File: src/rtl/icache_refill.sv
// Instruction-cache refill engine: fetches the 16-byte block for a missing address over the
// byte-wide RAM bus and hands it to the cache as a one-cycle fill pulse.
// Optional build macro: ICACHE_REFILL_CRITICAL_FIRST_EN (issue the critical word first).
module icache_refill #(
    parameter int BLOCK_WIDTH = 4,
    parameter int BLOCK_SIZE  = 2 ** BLOCK_WIDTH
) (
    input  logic                      clkIn,
    input  logic                      resetIn,
    input  logic                      missIn,
    input  logic [31:0]               missAddrIn,
    input  logic                      flushIn,
    output logic                      ramReq,
    input  logic                      ramGrant,
    output logic [31:0]               ramAddrOut,
    input  logic [7:0]                ramDataIn,
    output logic                      refillValid,
    output logic [31-BLOCK_WIDTH:0]   refillAddr,
    output logic [BLOCK_SIZE*8-1:0]   refillData,
    output logic                      busy
);

    localparam int CNT_W = BLOCK_WIDTH + 1;
    localparam logic [BLOCK_WIDTH-1:0] OFF_ONE      = BLOCK_WIDTH'(1);
    localparam logic [CNT_W-1:0]       CNT_ONE      = CNT_W'(1);
    localparam logic [CNT_W-1:0]       LAST_ISSUE   = CNT_W'(BLOCK_SIZE - 1);
    localparam logic [CNT_W-1:0]       LAST_CAPTURE = CNT_W'(BLOCK_SIZE);

    typedef enum logic [1:0] {
        IDLE,
        REQ,
        READ,
        DONE
    } state_t;

    state_t                 state;
    logic [BLOCK_WIDTH-1:0] start_off;
    logic [CNT_W-1:0]       issue_cnt;   // READ cycle index, 0..BLOCK_SIZE

    logic [BLOCK_WIDTH-1:0] start_new;
    logic [BLOCK_WIDTH-1:0] next_issue_off;
    logic [BLOCK_WIDTH-1:0] capture_off;

`ifdef ICACHE_REFILL_CRITICAL_FIRST_EN
    assign start_new = {missAddrIn[BLOCK_WIDTH-1:2], 2'b00};
`else
    assign start_new = '0;
`endif

    // Low address bits only matter for the critical-first start offset.
    logic unused_miss_bits;
    assign unused_miss_bits = &{1'b0, missAddrIn[BLOCK_WIDTH-1:0]};

    // The address register runs one cycle ahead of the byte being captured: while issue_cnt = k
    // the bus carries offset start+k and ramDataIn holds the byte for offset start+k-1.
    assign next_issue_off = start_off + issue_cnt[BLOCK_WIDTH-1:0] + OFF_ONE;
    assign capture_off    = start_off + issue_cnt[BLOCK_WIDTH-1:0] - OFF_ONE;

    assign busy = (state != IDLE);

    // NOTE: every register here, including the data block, is cleared by the asynchronous reset
    // so a reset mid-refill leaves no stale fill visible to the cache.
    always_ff @(posedge clkIn or negedge resetIn) begin
        if (!resetIn) begin
            state       <= IDLE;
            start_off   <= '0;
            issue_cnt   <= '0;
            ramReq      <= 1'b0;
            ramAddrOut  <= '0;
            refillValid <= 1'b0;
            refillAddr  <= '0;
            refillData  <= '0;
        end else begin
            case (state)
                IDLE: begin
                    refillValid <= 1'b0;
                    if (missIn && !flushIn) begin
                        refillAddr <= missAddrIn[31:BLOCK_WIDTH];
                        start_off  <= start_new;
                        ramReq     <= 1'b1;
                        state      <= REQ;
                    end
                end

                REQ: begin
                    if (flushIn) begin
                        ramReq <= 1'b0;
                        state  <= IDLE;
                    end else if (ramGrant) begin
                        issue_cnt  <= '0;
                        ramAddrOut <= {refillAddr, start_off};
                        state      <= READ;
                    end
                end

                READ: begin
                    if (flushIn) begin
                        ramReq     <= 1'b0;
                        ramAddrOut <= '0;
                        state      <= IDLE;
                    end else begin
                        issue_cnt <= issue_cnt + CNT_ONE;
                        if (issue_cnt != '0) begin
                            refillData[{capture_off, 3'b000} +: 8] <= ramDataIn;
                        end
                        if (issue_cnt < LAST_ISSUE) begin
                            ramAddrOut <= {refillAddr, next_issue_off};
                        end else begin
                            ramAddrOut <= '0;
                        end
                        if (issue_cnt == LAST_CAPTURE) begin
                            ramReq      <= 1'b0;
                            refillValid <= 1'b1;
                            state       <= DONE;
                        end
                    end
                end

                DONE: begin
                    // A flush here is ignored: the fill is address-tagged and harmless.
                    refillValid <= 1'b0;
                    state       <= IDLE;
                end

                default: begin
                    ramReq      <= 1'b0;
                    ramAddrOut  <= '0;
                    refillValid <= 1'b0;
                    state       <= IDLE;
                end
            endcase
        end
    end

endmodule
File: config.mk
export PLATFORM = sky130hd
export DESIGN_NAME = icache_refill
export DESIGN_NICKNAME = d
export VERILOG_FILES = /design/src/rtl/icache_refill.sv
export SDC_FILE = /design/constraint.sdc
export NUM_CORES = 1
export LEC_CHECK = 0
export BUFFER_PORTS_ARGS = -buffer_cell sky130_fd_sc_hd__buf_2
export CELL_PAD_IN_SITES_DETAIL_PLACEMENT = 0
export CELL_PAD_IN_SITES_GLOBAL_PLACEMENT = 1
export CORE_ASPECT_RATIO = 0.75
export CORE_UTILIZATION = 45
export DETAILED_ROUTE_END_ITERATION = 10
export HOLD_SLACK_MARGIN = 0.12
export PLACE_DENSITY_LB_ADDON = 0.2
export SYNTH_ARGS = -nofsm -noshare
export SYNTH_HDL_FRONTEND = slang
export SYNTH_SLANG_ARGS = --single-unit
File: constraint.sdc
create_clock -name clkIn -period 8.63 [get_ports clkIn]
set_input_delay 1.726 -clock clkIn [delete_from_list [all_inputs] [get_ports clkIn]]
set_output_delay 1.726 -clock clkIn [all_outputs]
set_load 0.02 [all_outputs]
# Word level (Yosys, flattened, before mapping)
# Index checks and enable logic that the tools add are counted.
word_totals:
  ff_bits: 197
classes:
  shifts: 2
  n_bitwise: 1
  n_mux: 24
  magnitude_cmp: 1
  n_eq_ne: 12
  n_addsub: 4
  reduce_logical: 16
ops:
  columns: ["cell", "count"]
  rows:
  - ["$bwmux W128", 1]
  - ["$mux W32", 4]
  - ["$shift A8 B9 Y128 const A", 1]
  - ["$shiftx A8 B9 Y128", 1]
  - ["$pmux W32 S2", 1]
  - ["$mux W5", 3]
  - ["$ne A2 B2 Y1 const B", 6]
  - ["$reduce_and A3 Y1", 4]
  - ["$mux W2", 5]
  - ["$pmux W5 S2", 1]
  - ["$neg A7 Y9", 1]
  - ["$pmux W2 S4", 1]
  - ["$reduce_and A4 Y1", 2]
  - ["$mux W1", 6]
  - ["$ne A3 B3 Y1 const B", 2]
  - ["$reduce_bool A2 Y1", 3]
  - ["$add A5 B1 Y5 const B", 1]
  - ["$eq A5 B5 Y1 const B", 1]
  - ["$lt A5 B4 Y1 const B", 1]
  - ["$reduce_bool A5 Y1", 1]
  - ["$add A4 B1 Y4 const B", 1]
  - ["$eq A2 B2 Y1 const B", 2]
  - ["$sub A4 B1 Y4 const B", 1]
  - ["$pmux W1 S3", 1]
  - ["9 further kinds", 9]

# Logic depth before layout (Yosys ltp)
# Gate-level depths: netlist (run 1).
depth:
  word_depth: 4
  ltp_mapped: 11

# Worst setup path after synthesis (run 1)
# Ideal clock, no wire load.
synth_path:
  path_kind: "input to register"
  startpoint: "input port flushIn"
  endpoint: "register refillData[104]"
  arrival_time_ns: 3.036
  setup_slack_ns: 5.469
  required_ns: 8.505
  setup_time_ns: 0.125
  stages: 6
  path_cell_list: "nand2b_1 a21oi_1 nand2_1 or3_1 buf_6 mux2_4"
synth_between:
  elab_chain_len: 2
synth_rtl:
  columns: ["element", "line_no", "rtl"]
  rows:
  - ["start: declaration", "12", "input logic flushIn,"]
  - ["$not A1 Y1 (no source line)", null, null]
  - ["$reduce_and A3 Y1 (no source line)", null, null]
  - ["end signal: indexed assignment", "104", "refillData[{capture_off, 3'b000} +: 8] <= ramDataIn;"]
  - ["end: declaration", "19", "output logic [BLOCK_SIZE*8-1:0] refillData,"]
# Every way passes these cells.
# A chain may end at the register's enable or synchronous reset.

# Worst setup path after layout (run 1)
layout_path:
  startpoint: "register issue_cnt[0]"
  endpoint: "register refillData[121]"
layout_between:
  elab_chain_len: 4
  word_cells_on_any_way: 7
layout_rtl:
  columns: ["element", "line_no", "rtl"]
  rows:
  - ["start: declaration", "38", "logic [CNT_W-1:0] issue_cnt;"]
  - ["start signal: assignment", "102", "issue_cnt <= issue_cnt + CNT_ONE;"]
  - ["$sub A4 B1 Y4", "57", "assign capture_off = start_off + issue_cnt[BLOCK_WIDTH-1:0] - OFF_ONE;"]
  - ["$neg A7 Y9", "104", null]
  - ["$shiftx A8 B9 Y128 or $shift A8 B9 Y128 (tied branches)", "104", null]
  - ["$bwmux W128", "104", null]
# Several ways; a longest one is shown, not always the timed one.

==> results.toml, run 1 <==
[run_status]
status = "finished clean"

[global_route]
grt-ovfl-total = 0
grt_usage = 0.217
grt_pass1_vias = 5760
grt_pass1_wl_um = 32200
grt_max_degree = 124
antenna_found_initial = 0

[sta]
finClkSkew_ns = 0.0132
slew_headroom = 0.313
tightestPinTransition_ns = 1.03
finalCritPeriodShare = 0.406
hold_viol_final = 0
worst_slack_ns = 5.13
period_needed_ns = 3.50
fmax_mhz = 285
tns_ns = 0
slew_viol_final = 0
rsz0062_at_grt = "false"
setup_viol = 0

[worst_setup_path]
max_stage_delay_ns = 0.73
timing.critical_path.slowest_stage_cell = "dfrtp_1"
path_cells = "inv_1, ha_1, xnor2_1, a311oi_2, or2_0, or3_1, mux2_4"
cp_top_family = "simple AND/OR/NAND/NOR gates"
startpoint_type = "register"
cp_max_fo = 17
crit_buf_inv = 1
crit_type = "reg2reg"
cp.required_ns = 8.94
crit_arrival_ns = 3.82
cp-end-kind = "register"

[layout]
areaGrowthSynthToFinish_pct = 23.2
fillers = 1515
drive_gt1_frac = 0.517
n_antenna_cell = 0
nets = 889
fin_util = 0.576

[synthesis]
synth_area_sq_um = 8380
synth_commonest_cells = "dfrtp_1 (197), mux2_2 (109), nand2_1 (69)"
synth_top_area_cell = "dfrtp_1"
syn-num-nets = 663
yosys_warnings = 0
synth_area_leaders = "dfrtp_1 (59%), mux2_2 (15%), mux2_4 (8.6%)"
ys.flop_type = "dfrtp_1"
synth_most_common_cell = "dfrtp_1"
netlist.area_leader.share = 0.588
ys_async_sr_fraction = 1.00
ys_seq_area_frac = 0.588
synth_edf_count = 0
synthesis.instances = 608
synth-seq-cells = 197
syn_area_per_cell_sq_um = 13.8
yosysUniqueCellTypes = 41

[cts]
cts.sink_count = 197
post_cts_buffers = 0
cts_max_path_buffers = 2
cts_buffers = 17
cts_tree = "done"
cts_root_buffer = "clkbuf_16"
cts_hold_buf = 0
clk_latency_ns = 0.43
cts_max_level = 4
post_cts_resized = 0
clk_pin_slew_ns = 0.08

[floorplan]
fp.dieW_um = 160
io_pins = 236
die_height_um = 120
dieArea_sq_um = 19200
core_sq_um = 17900
initial_core_util = 0.468
rows = 42

[detailed_routing]
drt-initial-drc-count = 279
ant_nets = 0
drcViolationCount = 0
drt_first_pass_iters = 4
viasPerCell = 5.12
routedWlPerCell_um = 18.0
num_vias = 5575
totalWireLength_um = 19600

[placement]
io_buffer_count = 231
gp_congestion = 0.793
pre_cts_slack_ns = 4.78
hpwl_um = 13900

[power_and_ir_drop]
irDropWorstVdd_mv = 0.193
cellPowerDensity_nw_per_um2 = 278
power_mw = 2.87
leakage_nw = 5.72

[hold_path]
min-delay-path-class = "reg2reg"

[job]
drv_cap = 0
[registers in the layout, indices dropped and copies added (netlist names)]
register,count
issue_cnt,5
refillData,128
refillAddr,28
state,2
ramAddrOut,32
ramReq,1
refillValid,1
[area by class of cell]
cell class / count / area, sq um / share of cell area
Inverter: 8 / 30.0 / 0.00291
Clock buffer: 17 / 425 / 0.0412
Multi-Input combinational cell: 376 / 3260 / 0.316
Timing Repair Buffer: 234 / 1190 / 0.115
Sequential cell: 197 / 4930 / 0.478
Tap cell: 242 / 303 / 0.0293
Clock inverter: 15 / 186 / 0.0181
[layout by cell type (no fill, tap or decap), types with 2 or more instances in the layout]
cell type	synthesis	layout
bufinv_16	0	2
or2_2	2	2
ha_1	10	10
nor3_2	4	4
and2_1	24	24
and3_1	3	3
clkbuf_16	0	17
dfrtp_1	197	197
inv_8	0	4
inv_1	8	8
xnor2_1	4	4
nor3_4	3	3
mux2_2	109	109
mux2i_1	4	4
buf_2	3	230
or3_1	7	7
a21oi_1	6	6
nand3_1	35	35
o31ai_1	4	4
buf_4	0	3
o21ai_0	10	9
nor2_1	9	9
nand2b_1	5	5
clkinv_4	0	2
nand2_1	69	69
inv_6	0	4
mux2_4	48	48
nor2b_1	3	3
a22o_1	2	2
[cells by family after synthesis]
family,share of synthesized area
xor gates and xnor gates,0.00612
adders and majority gates,0.0149
AOI/OAI and AO/OA,0.0236
muxes,0.237
DFF,0.588
buffers and inverters,0.0233
and+or+nand+nor,0.106
[metal layers]
layer | global-route usage | part of all wire | wire length (um)
met3 | 0.0655 | 0.072 | 1410
met2 | 0.334 | 0.45 | 8910
met5 | 0 | 0 | 0
met4 | 0.0649 | 0.0099 | 195
met1 | 0.296 | 0.46 | 9140
[where the power goes]
part	total, mW	internal (mW)	switching [mW]
combinational	0.869	0.301	0.567
clock	0.821	0.442	0.379
sequential	1.18	1.07	0.109
total	2.87	1.82	1.06
[per-stage QoR]
stage / hold WS (ns) / cell area (sq um) / instances
after floorplan: 0.534 / 8380 / 608
after detailed placement: 0.452 / 9710 / 1057
final: 0.466 / 10300 / 1089
after global placement: 0.444 / 9710 / 1057
after CTS: 0.470 / 10300 / 1089
after global routing: 0.504 / 10300 / 1089
[worst paths after layout]
| check | from | to | slack (ns) | cells after the start |
|---|---|---|---|---|
| worst max-delay path | issue_cnt[0] | refillData[121] | 5.13 | 7 |
| worst min-delay path | ramAddrOut[29] | ramAddrOut[29] | 0.47 | 2 |
| min in group asynchronous | resetIn | refillData[118] | 1.39 | 1 |
| worst min register to register | ramAddrOut[29] | ramAddrOut[29] | 0.47 | 2 |
| worst max register to register | issue_cnt[0] | refillData[121] | 5.13 | 7 |
| max in group asynchronous | resetIn | ramAddrOut[15] | 5.60 | 2 |
[worst min-delay path, cell delays in order (launching register included)]
cell and delay, ns:
dfrtp_1 0.34, nand2_1 0.05, nand2_1 0.05
Note: power is estimated with default switching activity, not from simulation.
==> inputs of run 2 (changes only) <==
CORE_UTILIZATION = 42   (was 45)
clock period = 3.4 ns   (was 8.63 ns; I/O delays follow)
==> results.toml, run 2 (synthesized netlist as in run 1, its figures left out) <==
[worst_setup_path]
crit_type = "reg2reg"
rr_endpoint = "refillData[107]"
crit_buf_inv = 1
cp_top_family = "simple AND/OR/NAND/NOR gates"
path_cells = "inv_1, ha_1, xnor2_1, a311oi_2, or2_0, or3_1, mux2_4"
startpoint_type = "register"
r2r_setup_slack_ns = 0.32
cp_num_cells = 7
cp_max_fo = 9
crit_arrival_ns = 3.41
cp.required_ns = 3.73
r2r_start = "issue_cnt[1]"
rr_worst_depth = 7
cp-end-kind = "register"
timing.critical_path.slowest_stage_cell = "or3_1"
crit_start = "issue_cnt[1]"
max_stage_delay_ns = 0.58

[job]
drv_cap = 0

[cts]
cts.sink_count = 197
post_cts_resized = 0
clk_latency_ns = 0.43
cts_buffers = 17
post_cts_buffers = 0
cts_max_path_buffers = 2
cts_max_level = 4
cts_root_buffer = "clkbuf_16"
clk_pin_slew_ns = 0.08
cts_tree = "done"
cts_hold_buf = 0

[global_route]
grt_pass1_vias = 5579
grt-ovfl-total = 0
grt_usage = 0.198
grt_pass1_wl_um = 31300
antenna_found_initial = 0
grt_max_degree = 76

[detailed_routing]
drt_first_pass_iters = 4
drcViolationCount = 0
viasPerCell = 5.04
routedWlPerCell_um = 17.6
ant_nets = 0
totalWireLength_um = 19400
drt-initial-drc-count = 286
num_vias = 5571

[placement]
io_buffer_count = 231
dpl-instance-area_sq_um = 9780
hpwl_um = 13800
gp_congestion = 0.771

[sta]
slew_headroom = 0.153
tns_ns = 0
period_needed_ns = 3.08
fmax_mhz = 325
finClkSkew_ns = 0.0109
setup_viol = 0
rsz0062_at_grt = "false"
finalCritPeriodShare = 0.906
hold_viol_final = 0
tightestPinTransition_ns = 1.27
slew_viol_final = 0

[layout]
final_cell_mix = "buf_2 (230), dfrtp_1 (197), mux2_2 (109)"
reg_top3 = "refillData (128), ramAddrOut (32), refillAddr (28)"
nets = 894
largest-register = "refillData"
final_common_cell = "buf_2"
areaGrowthSynthToFinish_pct = 24.1
n_antenna_cell = 0
final_area_sq_um = 10400
drive_gt1_frac = 0.520
fillers = 1703
largest_register_ffs = 128

[floorplan]
dieArea_sq_um = 20500
rows = 44
fp.dieW_um = 165
initial_core_util = 0.431
io_pins = 236
core_sq_um = 19400
die_height_um = 124

[power_and_ir_drop]
irDropWorstVdd_mv = 0.453
internal-power_mw = 4.64
leakage_nw = 5.75
switching_power_mw = 2.68
p_seq_frac = 0.406
p_clk_frac = 0.285
power_frac_comb = 0.308
swShare = 0.366
cellPowerDensity_nw_per_um2 = 704

[run_status]
status = "finished clean"

[hold_path]
min-delay-path-class = "in2async"
[run 2: changes by cell type in the layout (fill, tap and decap cells not counted), sizes merged]
cell      delta
clkinvlp     +2
buf          +5
inv          -2
[run 2: routing by layer]
layer  vias to the layer above  global-route usage  part of all wire
met2                       190               0.299              0.44
met4                         0              0.0588             0.016
met5                         -                   0                 0
li1                       2563                   -                 -
met3                        23              0.0613             0.080
met1                      2795               0.273              0.46
[run 2: how the worst max path moves through the flow]
stage	to	slack, ns
2_1_floorplan	refillData[120]	0.58
3_3_place_gp	refillData[117]	0.37
3_5_place_dp	refillData[115]	0.28
4_1_cts	refillData[115]	0.26
5_1_grt	refillData[113]	0.04
6_report	refillData[107]	0.32
[run 2: cell type report]
type | count | area, sq um | share of cell area
inverter | 8 | 30.0 | 0.00289
multi-input combinational | 376 | 3260 | 0.313
clock buffer | 17 | 425 | 0.0409
timing repair buffer | 239 | 1250 | 0.120
tap | 253 | 317 | 0.0304
sequential | 197 | 4930 | 0.474
clock inverter | 15 | 193 | 0.0185
[run 2: power by group through the flow]
stage          clock, mW  sequential [mW]  combinational [mW]
2_1_floorplan          0             3.45                1.05
3_3_place_gp           0             3.00                2.24
3_5_place_dp           0             3.01                2.28
4_1_cts             2.15             2.98                2.29
5_1_grt             2.24             3.03                2.48
6_report            2.09             2.98                2.26
[run 2: stage by stage]
stage,instances,util,hold WS [ns],setup slack (ns),power [mW]
4_1_cts,1105,0.535,0.264,0.264,7.41
3_3_place_gp,1073,0.503,0.446,0.371,5.24
5_1_grt,1105,0.535,0.299,0.0365,7.76
2_1_floorplan,608,-,0.384,0.578,4.50
6_report,1105,0.535,0.237,0.319,7.32
3_5_place_dp,1073,0.503,0.451,0.282,5.30
==> inputs of run 3 (changes only) <==
ABC_AREA = 1   (was not set)
CORE_UTILIZATION = 39   (was 42)
PLACE_DENSITY_LB_ADDON = 0.08   (was 0.2)
==> results.toml, run 3 <==
[run_status]
status = "finished clean"

[placement]
pre_cts_slack_ns = 0.927
gp_congestion = 0.753
io_buffer_count = 231
hpwl_um = 16800
dpl-instance-area_sq_um = 10300

[layout]
drive_gt1_frac = 0.294
areaGrowthSynthToFinish_pct = 22.9
fillers = 2230
final_area_sq_um = 10900
n_antenna_cell = 0
final_cell_mix = "nand2_1 (251), buf_2 (230), dfrtp_1 (197)"
nets = 1242
largest_register_ffs = 128
reg_top3 = "refillData (128), ramAddrOut (32), refillAddr (28)"
largest-register = "refillData"
final_common_cell = "nand2_1"

[detailed_routing]
ant_nets = 0
drt_first_pass_iters = 5
num_vias = 7116
totalWireLength_um = 23700
routedWlPerCell_um = 15.9
drt-initial-drc-count = 541
viasPerCell = 4.76
drcViolationCount = 0

[synthesis]
synth_area_sq_um = 8850
ys_async_sr_fraction = 1.00
syn_area_per_cell_sq_um = 9.27
netlist.area_leader.share = 0.557
synthSimpleGateAreaFrac = 0.248
ys_seq_area_frac = 0.557
yosys_warnings = 0
ys.flop_type = "dfrtp_1"
synthesis.instances = 955
synth_edf_count = 0
synth_area_leaders = "dfrtp_1 (56%), nand2_1 (11%), nand3_1 (6.3%)"
syn-num-nets = 1010
synth_most_common_cell = "nand2_1"
synth_compound_gate_area_share = 0.0721
synth_mux_area_frac = 0.0356
synth_commonest_cells = "nand2_1 (251), dfrtp_1 (197), nand3_1 (112)"
synth-seq-cells = 197
synth_top_family_by_area = "simple AND/OR/NAND/NOR gates"
synth-xor-area-share = 0.000989
synthAdderAreaFrac = 0.0141
synth_top_area_cell = "dfrtp_1"
yosysUniqueCellTypes = 36

[global_route]
antenna_found_initial = 0
grt_usage = 0.209
grt_pass1_wl_um = 37700
grt_pass1_vias = 6810
grt_max_degree = 62
grt-ovfl-total = 0

[cts]
clk_pin_slew_ns = 0.08
post_cts_resized = 0
cts_max_path_buffers = 2
cts.sink_count = 197
cts_max_level = 4
cts_hold_buf = 0
post_cts_buffers = 0
cts_tree = "done"
cts_buffers = 17
clk_latency_ns = 0.44
cts_root_buffer = "clkbuf_16"

[sta]
tightestPinTransition_ns = 0.639
rsz0062_at_grt = "false"
hold_ws_ns = 0.139
tns_ns = 0
hold_viol_final = 0
fmax_mhz = 399
period_needed_ns = 2.50
slew_viol_final = 0
finalCritPeriodShare = 0.736
slew_headroom = 0.572
worst_slack_ns = 0.896
setup_viol = 0
finClkSkew_ns = 0.0126

[worst_setup_path]
cp_max_fo = 35
crit_type = "reg2reg"
rr_endpoint = "refillData[104]"
r2r_setup_slack_ns = 0.90
cp.required_ns = 3.77
startpoint_type = "register"
timing.critical_path.slowest_stage_cell = "dfrtp_1"
cp_common_cell = "nand2_1"
crit_buf_inv = 4
cp-end-kind = "register"
r2r_start = "issue_cnt[1]"
path_cells = "inv_1, ha_1, nand2_1, inv_2, nand2_1, inv_1, nand2_4, nand2_8, inv_4, nor2_4, nand2_1, nand2_1"
rr_worst_depth = 12
max_stage_delay_ns = 0.51
crit_arrival_ns = 2.87
cp_top_family = "simple AND/OR/NAND/NOR gates"

[power_and_ir_drop]
power_mw = 7.96
cellPowerDensity_nw_per_um2 = 731
irDropWorstVdd_mv = 0.407
leakage_nw = 5.88

[job]
drv_cap = 0

[floorplan]
rows = 47
core_sq_um = 22200
dieArea_sq_um = 23300
io_pins = 236
initial_core_util = 0.399
fp.dieW_um = 176
die_height_um = 132

[hold_path]
min-delay-path-class = "in2async"
## run 3: changes by cell type in the layout (fill, tap and decap cells not counted), moves of 16 or more
cell      change
nand2_1     +182
nand3_1      +77
and2_1       -22
mux2_4       -48
o21bai_1     +24
mux2_2       -81
inv_1       +101
o21ai_1      +16
nor2_1       +40
o21ai_0      +50
## run 3: logic make-up (layout without fill, tap and decap cells)
family / count (synthesis) / count (layout)
muxes: 28 / 28
buffers and inverters: 146 / 391
adders and majority gates: 10 / 10
xor gates and xnor gates: 1 / 1
DFF: 197 / 197
and+or+nand+nor: 460 / 460
AOI/OAI and AO/OA: 113 / 113
## run 3: metrics by stage
| stage | cells | util |
|---|---|---|
| 2_1_floorplan | 955 | - |
| 3_3_place_gp | 1462 | 0.465 |
| 3_5_place_dp | 1462 | 0.465 |
| 4_1_cts | 1494 | 0.491 |
| 5_1_grt | 1494 | 0.491 |
| 6_report | 1494 | 0.491 |
## run 3: worst max path at each step
stage,slack [ns],cells past startpoint,startpoint,endpoint
global placement,0.91,12,issue_cnt[1],refillData[126]
floorplan,1.34,13,issue_cnt[0],refillData[24]
CTS,0.90,12,issue_cnt[1],refillData[104]
detailed placement,0.93,12,issue_cnt[1],refillData[115]
finish,0.90,12,issue_cnt[1],refillData[104]
global route,0.70,12,issue_cnt[1],refillData[109]
## run 3: area by class of cell
class                      count  area, sq um  share of cell area
inverter                     119          452              0.0415
multi-input combinational    612         3300               0.303
clock inverter                14          135              0.0124
timing repair buffer         240         1270               0.117
sequential                   197         4930               0.453
tap                          294          368              0.0338
clock buffer                  18          429              0.0394
## run 3: layer usage
metal,share of wire,GRT usage
met1,0.50,0.319
met2,0.42,0.288
met3,0.068,0.0575
met4,0.012,0.0589
met5,0,0
## run 3: power by group
group / total, mW / internal, mW / switching, mW
clock: 1.96 / 0.975 / 0.989
combinational: 2.92 / 0.874 / 2.05
sequential: 3.07 / 2.80 / 0.266
total: 7.96 / 4.65 / 3.30
